File: src/rtl/rc4_prga_decrypt.sv
`default_nettype none
// ============================================================================
// Module      : rc4_prga_decrypt
// Description : RC4 keystream generator (PRGA) and decryptor. Walks an
//               initialised S array, XORs the keystream with the encrypted
//               ROM and writes plaintext to the decrypted RAM, optionally
//               aborting on the first non-printable byte (key search aid).
// Revision    : 1.0 - initial release
// ============================================================================
module rc4_prga_decrypt #(
  parameter int         MSG_LEN = 32,
  parameter int         ADDR_W  = 5,
  parameter logic [7:0] CHAR_LO = 8'd97,
  parameter logic [7:0] CHAR_HI = 8'd122
) (
  input  logic              clk,
  input  logic              rst,
  input  logic              start,
  input  logic              check_en,
  input  logic [7:0]        s_memory_q,
  input  logic [7:0]        e_rom_q,
  output logic [7:0]        s_memory_addr,
  output logic [7:0]        s_memory_data,
  output logic              s_wren,
  output logic [ADDR_W-1:0] e_rom_addr,
  output logic [ADDR_W-1:0] d_ram_addr,
  output logic [7:0]        d_ram_data,
  output logic              d_ram_wren,
  output logic              done,
  output logic              fail,
  output logic [ADDR_W:0]   bytes_done,
  output logic [3:0]        state
);

  typedef enum logic [3:0] {
    IDLE = 4'd0,
    RD_I = 4'd1,
    WT_I = 4'd2,
    RD_J = 4'd3,
    WT_J = 4'd4,
    WR_I = 4'd5,
    WR_J = 4'd6,
    RD_F = 4'd7,
    WT_F = 4'd8,
    WR_D = 4'd9,
    DONE = 4'd10
  } state_t;

  localparam logic [ADDR_W-1:0] c_last_k = ADDR_W'(MSG_LEN - 1);

  state_t              state_q, state_d;
  logic [7:0]          i_q, i_d, j_q, j_d;
  logic [7:0]          si_q, si_d, sj_q, sj_d;
  logic [7:0]          f_q, f_d, e_q, e_d;
  logic [ADDR_W-1:0]   k_q, k_d;
  logic [ADDR_W:0]     bytes_done_q, bytes_done_d;
  logic                fail_q, fail_d;
  logic                chk_en_q, chk_en_d;

  logic [7:0]          w_plain;
  logic                w_byte_ok;

  // Plaintext byte and its printable-character test (lowercase range or space)
  assign w_plain   = f_q ^ e_q;
  assign w_byte_ok = ((w_plain >= CHAR_LO) && (w_plain <= CHAR_HI)) || (w_plain == 8'd32);

  // State and datapath registers; reset abandons any operation in flight
  always_ff @(posedge clk or negedge rst) begin
    if (!rst) begin
      state_q      <= IDLE;
      i_q          <= 8'd0;
      j_q          <= 8'd0;
      si_q         <= 8'd0;
      sj_q         <= 8'd0;
      f_q          <= 8'd0;
      e_q          <= 8'd0;
      k_q          <= '0;
      bytes_done_q <= '0;
      fail_q       <= 1'b0;
      chk_en_q     <= 1'b0;
    end else begin
      state_q      <= state_d;
      i_q          <= i_d;
      j_q          <= j_d;
      si_q         <= si_d;
      sj_q         <= sj_d;
      f_q          <= f_d;
      e_q          <= e_d;
      k_q          <= k_d;
      bytes_done_q <= bytes_done_d;
      fail_q       <= fail_d;
      chk_en_q     <= chk_en_d;
    end
  end

  // Next-state logic: nine-state per-byte walk, read data captured in wait states
  always_comb begin
    state_d      = state_q;
    i_d          = i_q;
    j_d          = j_q;
    si_d         = si_q;
    sj_d         = sj_q;
    f_d          = f_q;
    e_d          = e_q;
    k_d          = k_q;
    bytes_done_d = bytes_done_q;
    fail_d       = fail_q;
    chk_en_d     = chk_en_q;
    case (state_q)
      IDLE: begin
        if (start) begin
          i_d          = 8'd1;
          j_d          = 8'd0;
          k_d          = '0;
          bytes_done_d = '0;
          fail_d       = 1'b0;
          chk_en_d     = check_en;
          state_d      = RD_I;
        end
      end
      RD_I: state_d = WT_I;
      WT_I: begin
        si_d    = s_memory_q;
        j_d     = j_q + s_memory_q;
        state_d = RD_J;
      end
      RD_J: state_d = WT_J;
      WT_J: begin
        sj_d    = s_memory_q;
        state_d = WR_I;
      end
      WR_I: state_d = WR_J;
      WR_J: state_d = RD_F;
      RD_F: state_d = WT_F;
      WT_F: begin
        f_d     = s_memory_q;
        e_d     = e_rom_q;
        state_d = WR_D;
      end
      WR_D: begin
        bytes_done_d = {1'b0, k_q} + {{ADDR_W{1'b0}}, 1'b1};
        if (chk_en_q && !w_byte_ok) begin
          fail_d  = 1'b1;
          state_d = DONE;
        end else if (k_q == c_last_k) begin
          state_d = DONE;
        end else begin
          k_d     = k_q + {{(ADDR_W-1){1'b0}}, 1'b1};
          i_d     = i_q + 8'd1;
          state_d = RD_I;
        end
      end
      DONE: begin
        if (!start) begin
          fail_d  = 1'b0;
          state_d = IDLE;
        end
      end
      default: state_d = IDLE;
    endcase
  end

  // Moore output decode from the state and data registers only
  always_comb begin
    s_memory_addr = 8'd0;
    s_memory_data = 8'd0;
    s_wren        = 1'b0;
    e_rom_addr    = '0;
    d_ram_addr    = '0;
    d_ram_data    = 8'd0;
    d_ram_wren    = 1'b0;
    case (state_q)
      RD_I: s_memory_addr = i_q;
      RD_J: s_memory_addr = j_q;
      WR_I: begin
        s_memory_addr = i_q;
        s_memory_data = sj_q;
        s_wren        = 1'b1;
      end
      WR_J: begin
        s_memory_addr = j_q;
        s_memory_data = si_q;
        s_wren        = 1'b1;
      end
      RD_F: begin
        s_memory_addr = si_q + sj_q;
        e_rom_addr    = k_q;
      end
      WR_D: begin
        d_ram_addr = k_q;
        d_ram_data = w_plain;
        d_ram_wren = 1'b1;
      end
      default: ;
    endcase
  end

  assign done       = (state_q == DONE);
  assign fail       = fail_q;
  assign bytes_done = bytes_done_q;
  assign state      = state_q;

endmodule
`default_nettype wire

File: config.mk
export PLATFORM = sky130hd
export DESIGN_NAME = rc4_prga_decrypt
export DESIGN_NICKNAME = d
export VERILOG_FILES = /design/src/rtl/rc4_prga_decrypt.sv
export SDC_FILE = /design/constraint.sdc
export NUM_CORES = 1
export LEC_CHECK = 0
export ABC_AREA = 1
export BUFFER_PORTS_ARGS = -buffer_cell sky130_fd_sc_hd__buf_2
export CORE_MARGIN = 2
export CORE_UTILIZATION = 40
export DETAILED_ROUTE_END_ITERATION = 10
export PLACE_DENSITY_LB_ADDON = 0.15
export SYNTH_ARGS = -nofsm -noshare
export SYNTH_HDL_FRONTEND = slang
export SYNTH_SLANG_ARGS = --single-unit
File: constraint.sdc
create_clock -name clk -period 2.6 [get_ports clk]
set_input_delay 0.78 -clock clk [delete_from_list [all_inputs] [get_ports clk]]
set_output_delay 0.78 -clock clk [all_outputs]
set_load 0.01 [all_outputs]
After elaboration in Yosys (flattened, before gate mapping)

Cells that the tools add are included.

Flip-flop bits (word level): 65
Input bits: 20
Output and inout port bits: 48
Word-level logic and storage cells: 81

Add/subtract/negate cells: 5
$lt $le $gt $ge: 2
Equal/unequal tests: 17
Multiplexer cells: 28
Bitwise logic cells: 1
Reduce and logical (&&, ||, !) cells: 17

Operators with widths:

| operator                                                                            | count |
|---|---|
| 8-bit one-hot mux with 2 select lines                                               | 3 |
| 4-bit one-hot mux with 11 select lines                                              | 1 |
| 8-bit two-way mux                                                                   | 5 |
| 5-bit two-way mux                                                                   | 5 |
| 8-bit one-hot mux with 3 select lines                                               | 1 |
| 8-bit adder                                                                         | 2 |
| 4-bit by 3-bit == test with 1-bit output, second input constant                     | 4 |
| 4-bit two-way mux                                                                   | 4 |
| 4-bit == test, second input constant                                                | 3 |
| 6-bit one-hot mux with 2 select lines                                               | 1 |
| 2-bit inequality test, second input constant                                        | 5 |
| 5-bit one-hot mux with 2 select lines                                               | 1 |
| 8-bit by 1-bit adder with 8-bit output, second input constant                       | 1 |
| 4-bit by 2-bit == test with 1-bit output, second input constant                     | 2 |
| 8-bit by 6-bit == test with 1-bit output, second input constant                     | 1 |
| 8-bit by 7-bit greater-or-equal comparator with 1-bit output, second input constant | 1 |
| 8-bit by 7-bit <= comparator with 1-bit output, second input constant               | 1 |
| 2-bit AND reduction                                                                 | 4 |
| 4-bit AND reduction                                                                 | 2 |
| 8-bit bitwise XOR                                                                   | 1 |
| 5-bit by 1-bit adder with 6-bit output, second input constant                       | 1 |
| 6-bit two-way mux                                                                   | 1 |
| 2-bit OR reduction                                                                  | 3 |
| 5-bit by 1-bit adder with 5-bit output, second input constant                       | 1 |
| other kinds (10)                                                                    | 16 |

Depth between registers and ports, before layout

Gate-level depths: netlist of run 1.

Depth after elaboration: 8
Gate-level depth with buffers: 14
Depth with buffers taken out: 13

Worst setup path after synthesis of run 1

OpenSTA, ideal clock, no wires.

Path type: reg2out
Start: register si_q[0]
End: output s_memory_addr[6]
Arrival: 1.691 ns
Required time: 1.820 ns
Slack: 0.129 ns
Stages on the path, launching flop included: 12
Buffers on the path: 0
Cell sequence: dfrtp_1 ha_1 inv_1 fa_1 inv_1 nand3_1 nand2_1 nand2_1 nand2_1 a21oi_1 xor2_1 o21ai_0

Longest elaborated chain between the ends: 2

RTL lines:

| what                                  | RTL line | source |
|---|---|---|
| from (decl)                           | 53       | `logic [7:0] si_q, si_d, sj_q, sj_d;` |
| from (signal assigned)                | 85       | `si_q <= si_d;` |
| 8-bit adder                           | 186      | `s_memory_addr = si_q + sj_q;` |
| 8-bit one-hot mux with 3 select lines | 172      | `case (state_q)` |
| to (decl)                             | 22       | `output logic [7:0] s_memory_addr,` |

Every way passes these cells.

Worst setup path after layout of run 1

Start: register sj_q[0]
End: output s_memory_addr[6]

Longest elaborated chain between the ends: 2

RTL lines:

| what                                  | RTL line | source |
|---|---|---|
| from (decl)                           | 53       |  |
| from (signal assigned)                | 86       | `sj_q <= sj_d;` |
| 8-bit adder                           | 186      |  |
| 8-bit one-hot mux with 3 select lines | 172      |  |

Every way passes these cells.

==> results of run 1 <==
## cell usage after synthesis, types with 2 or more instances
master    count
a22o_1        2
xor2_1       12
buf_6         3
o31ai_1       2
o211ai_1      2
nor2_2        4
nand3_1      25
nand4_1      12
o21ai_1       4
o22ai_1       3
nor2_1       44
a32o_1        7
nand2_2       5
o21bai_1      2
nor2_4        2
a22oi_1       4
ha_1         17
nor3_1        3
dfrtp_1      65
inv_2        13
nand2_1     143
clkbuf_1      6
xnor2_1       3
fa_1          2
a21oi_1      19
o21ai_0      39
inv_1        52
## flip-flops by register name, indices dropped and copies added, names as in the netlist
register / flops
k_q: 5
f_q: 8
fail: 1
state: 4
i_q: 8
bytes_done: 6
j_q: 8
chk_en_q: 1
sj_q: 8
e_q: 8
si_q: 8
## metrics by stage
step / cells / utilization / setup WS, ps / TNS, ps / total power [mW]
2_1_floorplan: 505 / - / 129.1 / 0 / 3.774
3_3_place_gp: 712 / 0.4665 / 1.056 / 0 / 4.646
3_5_place_dp: 712 / 0.4665 / 7.059 / 0 / 4.706
4_1_cts: 734 / 0.5068 / -254.6 / -728.3 / 6.061
5_1_grt: 738 / 0.5141 / -350.2 / -1213 / 6.732
6_report: 738 / 0.5141 / -244.4 / -694.8 / 6.195
## logic make-up (layout without fill, tap and decap cells)
family	after synthesis	in the layout	share of synthesized area
and+or+nand+nor	241	241	0.2634
AOI/OAI and AO/OA	90	90	0.1420
buffers and inverters	75	175	0.07838
DFF	65	65	0.4176
adders and majority gates	19	19	0.06489
xor gates and xnor gates	15	15	0.03373
## power groups by stage
stage / clock [mW] / sequential, mW / combinational (mW)
floorplan: 0 / 1.73 / 2.05
global placement: 0 / 1.75 / 2.90
detailed placement: 0 / 1.77 / 2.94
CTS: 1.04 / 1.78 / 3.24
global route: 1.09 / 1.84 / 3.80
finish: 1.01 / 1.79 / 3.40
## cell type report
| class | count | share of cell area |
|---|---|---|
| clock buffer | 11 | 0.03070 |
| timing repair buffer | 94 | 0.1124 |
| multi-input combinational | 365 | 0.4262 |
| inverter | 65 | 0.04947 |
| tap | 133 | 0.03374 |
| clock inverter | 5 | 0.01725 |
| sequential | 65 | 0.3303 |
## worst max-delay path: cells and delay by family (launching register included)
kind                     cells  cell delay (ps)
flip-flops                   1              360
AO/OA/AOI/OAI                2              190
AND/OR/NAND/NOR              4              270
buffers and inverters        3              260
adder cells (fa/ha/maj)      2              510
XOR/XNOR                     1              140
## path summary, 6_finish.rpt
check | start | endpoint | slack (ps) | cells after the start
max in group asynchronous | rst | state[0]$_DFFE_PN0P_ | 1830 | 2
worst min register to register | fail$_DFFE_PN0P_ | fail$_DFFE_PN0P_ | 470 | 2
worst max-delay path | sj_q[0]$_DFFE_PN0P_ | s_memory_addr[6] | -240 | 12
worst max register to register | state[1]$_DFFE_PN0P_ | j_q[5]$_DFFE_PN0P_ | 550 | 9
worst min-delay path | rst | bytes_done[3]$_DFFE_PN0P_ | 420 | 2
min in group clk | fail$_DFFE_PN0P_ | fail$_DFFE_PN0P_ | 470 | 2
## routing by layer
metal / track usage / share of wire
met2: 0.3409 / 0.50
met1: 0.2734 / 0.45
met5: 0 / 0
met4: 0.07692 / 0.011
met3: 0.02847 / 0.036
## repair_timing
action                                  in CTS  in global routing
setup buffers                                6                  5
endpoints found under the setup margin       6                  8
pin swaps                                    8                  6
gates cloned                                 0                  0
hold buffers                                 0                  0
gates resized for setup                     22                 13
==> results.json, run 1 <==
{
  "netlist_area_mm2": 0.003895,
  "fillerInstances": 942,
  "start_util": 0.4060,
  "synth.area.top_cells": "dfrtp_1 (42%), nand2_1 (14%), ha_1 (5.5%)",
  "period_needed_ps": 2844,
  "path_max_fanout": 2,
  "vias": 3623,
  "power.density_mw_per_mm2": 1256,
  "grt_pass1_wl_mm": 16.68,
  "finalSetupViolCount": 5,
  "final_common_cell": "nand2_1",
  "power.internal_mw": 3.428,
  "path_cells": "ha_2 > inv_2 > fa_2 > inv_2 > nand3_2 > nand2_2 > nand2_2 > nand2_2 > a21oi_2 > xor2_1 > o21ai_1 > buf_2",
  "ant_nets": 0,
  "cts.sinks": 65,
  "worst_slew_pin_slew_ps": 567.3,
  "drive_gt1_frac": 0.2744,
  "synth_top_area_share": 0.4176,
  "async_flop_share": 1.000,
  "drc_errors": 0,
  "skew_ps": 14.32,
  "period_share": 1.094,
  "seq_area_mm2": 0.001629,
  "switching_share": 0.4467,
  "seq_area_frac_synth": 0.4176,
  "coreArea_mm2": 0.009594,
  "grt_use_total": 0.2053,
  "antenna_cells": 0,
  "num_rows": 36,
  "status": "finished, violations left",
  "synth_edf_count": 0,
  "grt_antenna_before_repair": 0,
  "yosysWarnings": 0,
  "die_area_mm2": 0.01054,
  "seqPwrFrac": 0.288,
  "post_drt_wl_per_cell_um": 14.26,
  "p_leak_nw": 2.554,
  "synth_ff_type": "dfrtp_1",
  "rsz0062_at_grt": "true",
  "cpMostUsedCell": "nand2_2",
  "placed_area_mm2": 0.004476,
  "multi_input_area_mm2": 0.002102,
  "cts_buffers": 9,
  "portBuffers": 67,
  "synth_nets": 544,
  "grt_pass1_vias": 3341,
  "slew_violations": 0,
  "slowest_stage": "dfrtp_1",
  "final_nets": 639,
  "power_switching_mw": 2.767,
  "syn_to_final_growth_pct": 26.63,
  "combPwrFrac": 0.548,
  "fp.dieH_um": 102.7,
  "fmax_mhz": 351.6,
  "syn-mean-instance-area_um2": 7.713,
  "end_kind": "primary output",
  "finalHoldViolCount": 0,
  "cts_tree": "yes",
  "crit_path_start_kind": "flop",
  "hpwl_mm": 7.707,
  "die_w_um": 102.7,
  "clkPwrFrac": 0.164,
  "worst_slack_ps": -244.4,
  "holdCritPathClass": "input pin to async pin",
  "drt_iter0_markers": 114,
  "ys_seq_elements": 65,
  "io_pins": 68,
  "cp.required_ps": 1820,
  "failed_checks": "negative setup slack",
  "grt-ovfl-total": 0,
  "synthDistinctLibCells": 37,
  "clkLatencyLatePin_ps": 350,
  "layout_common_cells": "nand2_1 (137), buf_2 (67), dfrtp_1 (63), inv_1 (50), nor2_1 (43)",
  "hold_ws_ps": 416.7,
  "cts_root_buffer": "clkbuf_8",
  "timing_worst_setup_path_type": "flop to primary output",
  "clkTransAtPathRegs_ps": 80,
  "max-vdd-ir-drop_mv": 0.5265,
  "worst_path_largest_cell_delay_ps": 360,
  "critPathArrivalTime_ps": 2060,
  "synth_top_area_cell": "dfrtp_1",
  "timing.max_cap.violations": 0,
  "cts_buffer_depth": 2,
  "drt_pass1_iterations": 4,
  "gp_congestion": 0.8966,
  "syn_inst": 505,
  "grt_max_degree": 66,
  "slew-limit-headroom": 0.6204,
  "via_per_inst": 4.909,
  "drt_wl_total_mm": 10.52,
  "final_area_mm2": 0.004932,
  "htreeDepth": 3
}
Note: power is estimated with default switching activity, not from simulation.
==> run 2: changes to the inputs <==
--- a/config.mk
+++ b/config.mk
@@ -5,12 +5,11 @@
 export SDC_FILE = /design/constraint.sdc
 export NUM_CORES = 1
 export LEC_CHECK = 0
-export ABC_AREA = 1
 export BUFFER_PORTS_ARGS = -buffer_cell sky130_fd_sc_hd__buf_2
 export CORE_MARGIN = 2
 export CORE_UTILIZATION = 40
 export DETAILED_ROUTE_END_ITERATION = 10
-export PLACE_DENSITY_LB_ADDON = 0.15
+export PLACE_DENSITY_LB_ADDON = 0.05
 export SYNTH_ARGS = -nofsm -noshare
 export SYNTH_HDL_FRONTEND = slang
 export SYNTH_SLANG_ARGS = --single-unit
==> results.json, run 2 <==
{
  "r2r_end": "i_q[4]$_DFFE_PN0P_",
  "period_share": 1.181,
  "drt_wl_total_mm": 11.04,
  "slew_violations": 0,
  "slew-limit-headroom": 0.4916,
  "drc_errors": 0,
  "pre_cts_slack_ps": -237.9,
  "syn_to_final_growth_pct": 30.65,
  "drive_gt1_frac": 0.3945,
  "multi_input_area_mm2": 0.002256,
  "cts.sinks": 65,
  "syn_inst": 399,
  "die_w_um": 102.7,
  "final_nets": 546,
  "grt_antenna_before_repair": 0,
  "num_rows": 36,
  "layout_common_cells": "buf_2 (67), dfrtp_1 (62), nand2_1 (41), buf_4 (39), nor2_1 (27)",
  "cts_buffer_depth": 2,
  "final_cells": 645,
  "finalSetupViolCount": 7,
  "seq_area_mm2": 0.001630,
  "cp.required_ps": 1820,
  "hold_ws_ps": 421.7,
  "cts_buffers": 9,
  "timing_worst_setup_path_type": "flop to primary output",
  "clkTransAtPathRegs_ps": 70,
  "cts_root_buffer": "clkbuf_8",
  "dp.cells": 620,
  "path_max_fanout": 2,
  "r2r_cells": 7,
  "synth.area.top_cells": "dfrtp_1 (42%), mux2_2 (7.2%), ha_1 (5.5%)",
  "holdCritPathClass": "input pin to async pin",
  "synth_nets": 438,
  "status": "finished, violations left",
  "fillerInstances": 934,
  "failed_checks": "negative setup slack",
  "async_flop_share": 1.000,
  "gp_congestion": 0.7858,
  "drt_pass1_iterations": 5,
  "skew_ps": 6.507,
  "grt_use_total": 0.2189,
  "grt_pass1_vias": 3320,
  "synth_ff_type": "dfrtp_1",
  "grt_max_degree": 66,
  "period_needed_ps": 3071,
  "crit_path_start_kind": "flop",
  "hpwl_mm": 7.679,
  "netlist_area_mm2": 0.003899,
  "crit_path_start": "si_q[1]$_DFFE_PN0P_",
  "max-vdd-ir-drop_mv": 0.5117,
  "placed_area_mm2": 0.004612,
  "r2r_slack_ps": 290,
  "worst_slack_ps": -471.1,
  "io_pins": 68,
  "portBuffers": 67,
  "rr_startpoint": "e_q[2]$_DFFE_PN0P_",
  "post_drt_wl_per_cell_um": 17.11,
  "p_leak_nw": 2.464,
  "die_area_mm2": 0.01055,
  "synth_edf_count": 0,
  "yosys.cell_count.top_type": "dfrtp_1",
  "synth_top_area_cell": "dfrtp_1",
  "final_area_mm2": 0.005094,
  "coreArea_mm2": 0.009594,
  "fp.dieH_um": 102.7,
  "crit_path_end": "s_memory_addr[7]",
  "end_kind": "primary output",
  "yosysWarnings": 0,
  "synth_top_area_share": 0.4172,
  "ys_seq_elements": 65,
  "grt_pass1_wl_mm": 17.30,
  "drt_iter0_markers": 154,
  "critPathArrivalTime_ps": 2290,
  "cts_tree": "yes",
  "seq_area_frac_synth": 0.4172,
  "timing.max_cap.violations": 0,
  "syn-mean-instance-area_um2": 9.771,
  "grt-ovfl-total": 0,
  "ant_nets": 0,
  "start_util": 0.4064,
  "antenna_cells": 0,
  "clkLatencyLatePin_ps": 350,
  "final_common_cell": "buf_2",
  "via_per_inst": 5.225,
  "finalHoldViolCount": 0,
  "rsz0062_at_grt": "true",
  "worst_slew_pin_slew_ps": 762.6,
  "htreeDepth": 3,
  "synth_common_cells": "dfrtp_1 (65), nand2_1 (41), nor2_1 (40), mux2_2 (25), and2_1 (18)",
  "utilization": 0.5309,
  "fmax_mhz": 325.6,
  "power.density_mw_per_mm2": 1241,
  "synthDistinctLibCells": 55,
  "vias": 3370
}
## run 2: cell count changes after synthesis, moves of 13 or more
cell	delta
nand2_1	-102
inv_2	-13
mux2_2	+25
o21ai_0	-22
and2_1	+18
inv_1	-42
## run 2: final cells by class
class,instances,share of cell area
Inverter,11,0.01056
Tap cell,133,0.03267
Multi-Input combinational cell,306,0.4429
Timing Repair Buffer,114,0.1444
Sequential cell,65,0.3201
Clock buffer,10,0.02702
Clock inverter,6,0.02235
## run 2: worst min path at each step
stage                                    from  cells after the start                         to
floorplan                  j_q[7]$_DFFE_PN0P_                      1         j_q[7]$_DFFE_PN0P_
global placement           j_q[7]$_DFFE_PN0P_                      1         j_q[7]$_DFFE_PN0P_
detailed placement  bytes_done[1]$_DFFE_PN0P_                      1  bytes_done[1]$_DFFE_PN0P_
CTS                                       rst                      2         k_q[2]$_DFFE_PN0P_
global route                              rst                      2  bytes_done[1]$_DFFE_PN0P_
finish                                    rst                      2        si_q[7]$_DFFE_PN0P_
## run 2: worst max-delay path, cell delays in order, from the launching register on
cell	delay (ps)
dfrtp_1	390
ha_1	290
a21o_1	190
a21oi_2	190
o22ai_2	120
o41ai_2	270
buf_4	170
xnor2_1	100
o21ai_1	70
buf_2	140
## run 2: power by group
group | leakage (nW) | internal, mW | switching, mW
logic | 1.52 | 1.63 | 1.85
clock network | 0.119 | 0.666 | 0.433
registers | 0.829 | 1.40 | 0.340
total | 2.46 | 3.70 | 2.62
## run 2: kinds of logic (layout without fill, tap and decap cells)
kind of cell,after synthesis,count (layout),share of synthesized area
buf+inv,28,141,0.03723
compound gates,80,80,0.1386
simple gates,154,154,0.1964
fa+ha+maj,19,19,0.06483
flops,65,65,0.4172
mux,32,32,0.09082
xor+xnor,21,21,0.05488
## run 2: timing repair
item | 4_1_cts | 5_1_grt
gates cloned | 0 | 2
hold buffers | 0 | 0
setup endpoints to repair | 27 | 22
pin swaps | 7 | 7
buffers inserted | 6 | 2
resized for setup | 17 | 35
## run 2: layer usage
layer  global-route usage  share of wire  wire length (um)  vias to the layer above
li1                     -              -                 -                     1626
met1               0.3069           0.47              5201                     1646
met2               0.3429           0.47              5195                       83
met3              0.04068          0.041               450                       15
met4              0.07179          0.017               188                        0
met5                    0              0                 0                        -
## run 2: per-stage QoR
stage               total power, mW  setup TNS, ps
floorplan                     3.729              0
global placement              4.783         -524.1
detailed placement            4.828         -634.9
CTS                           6.115          -2293
global route                  6.801          -2922
finish                        6.321          -2055
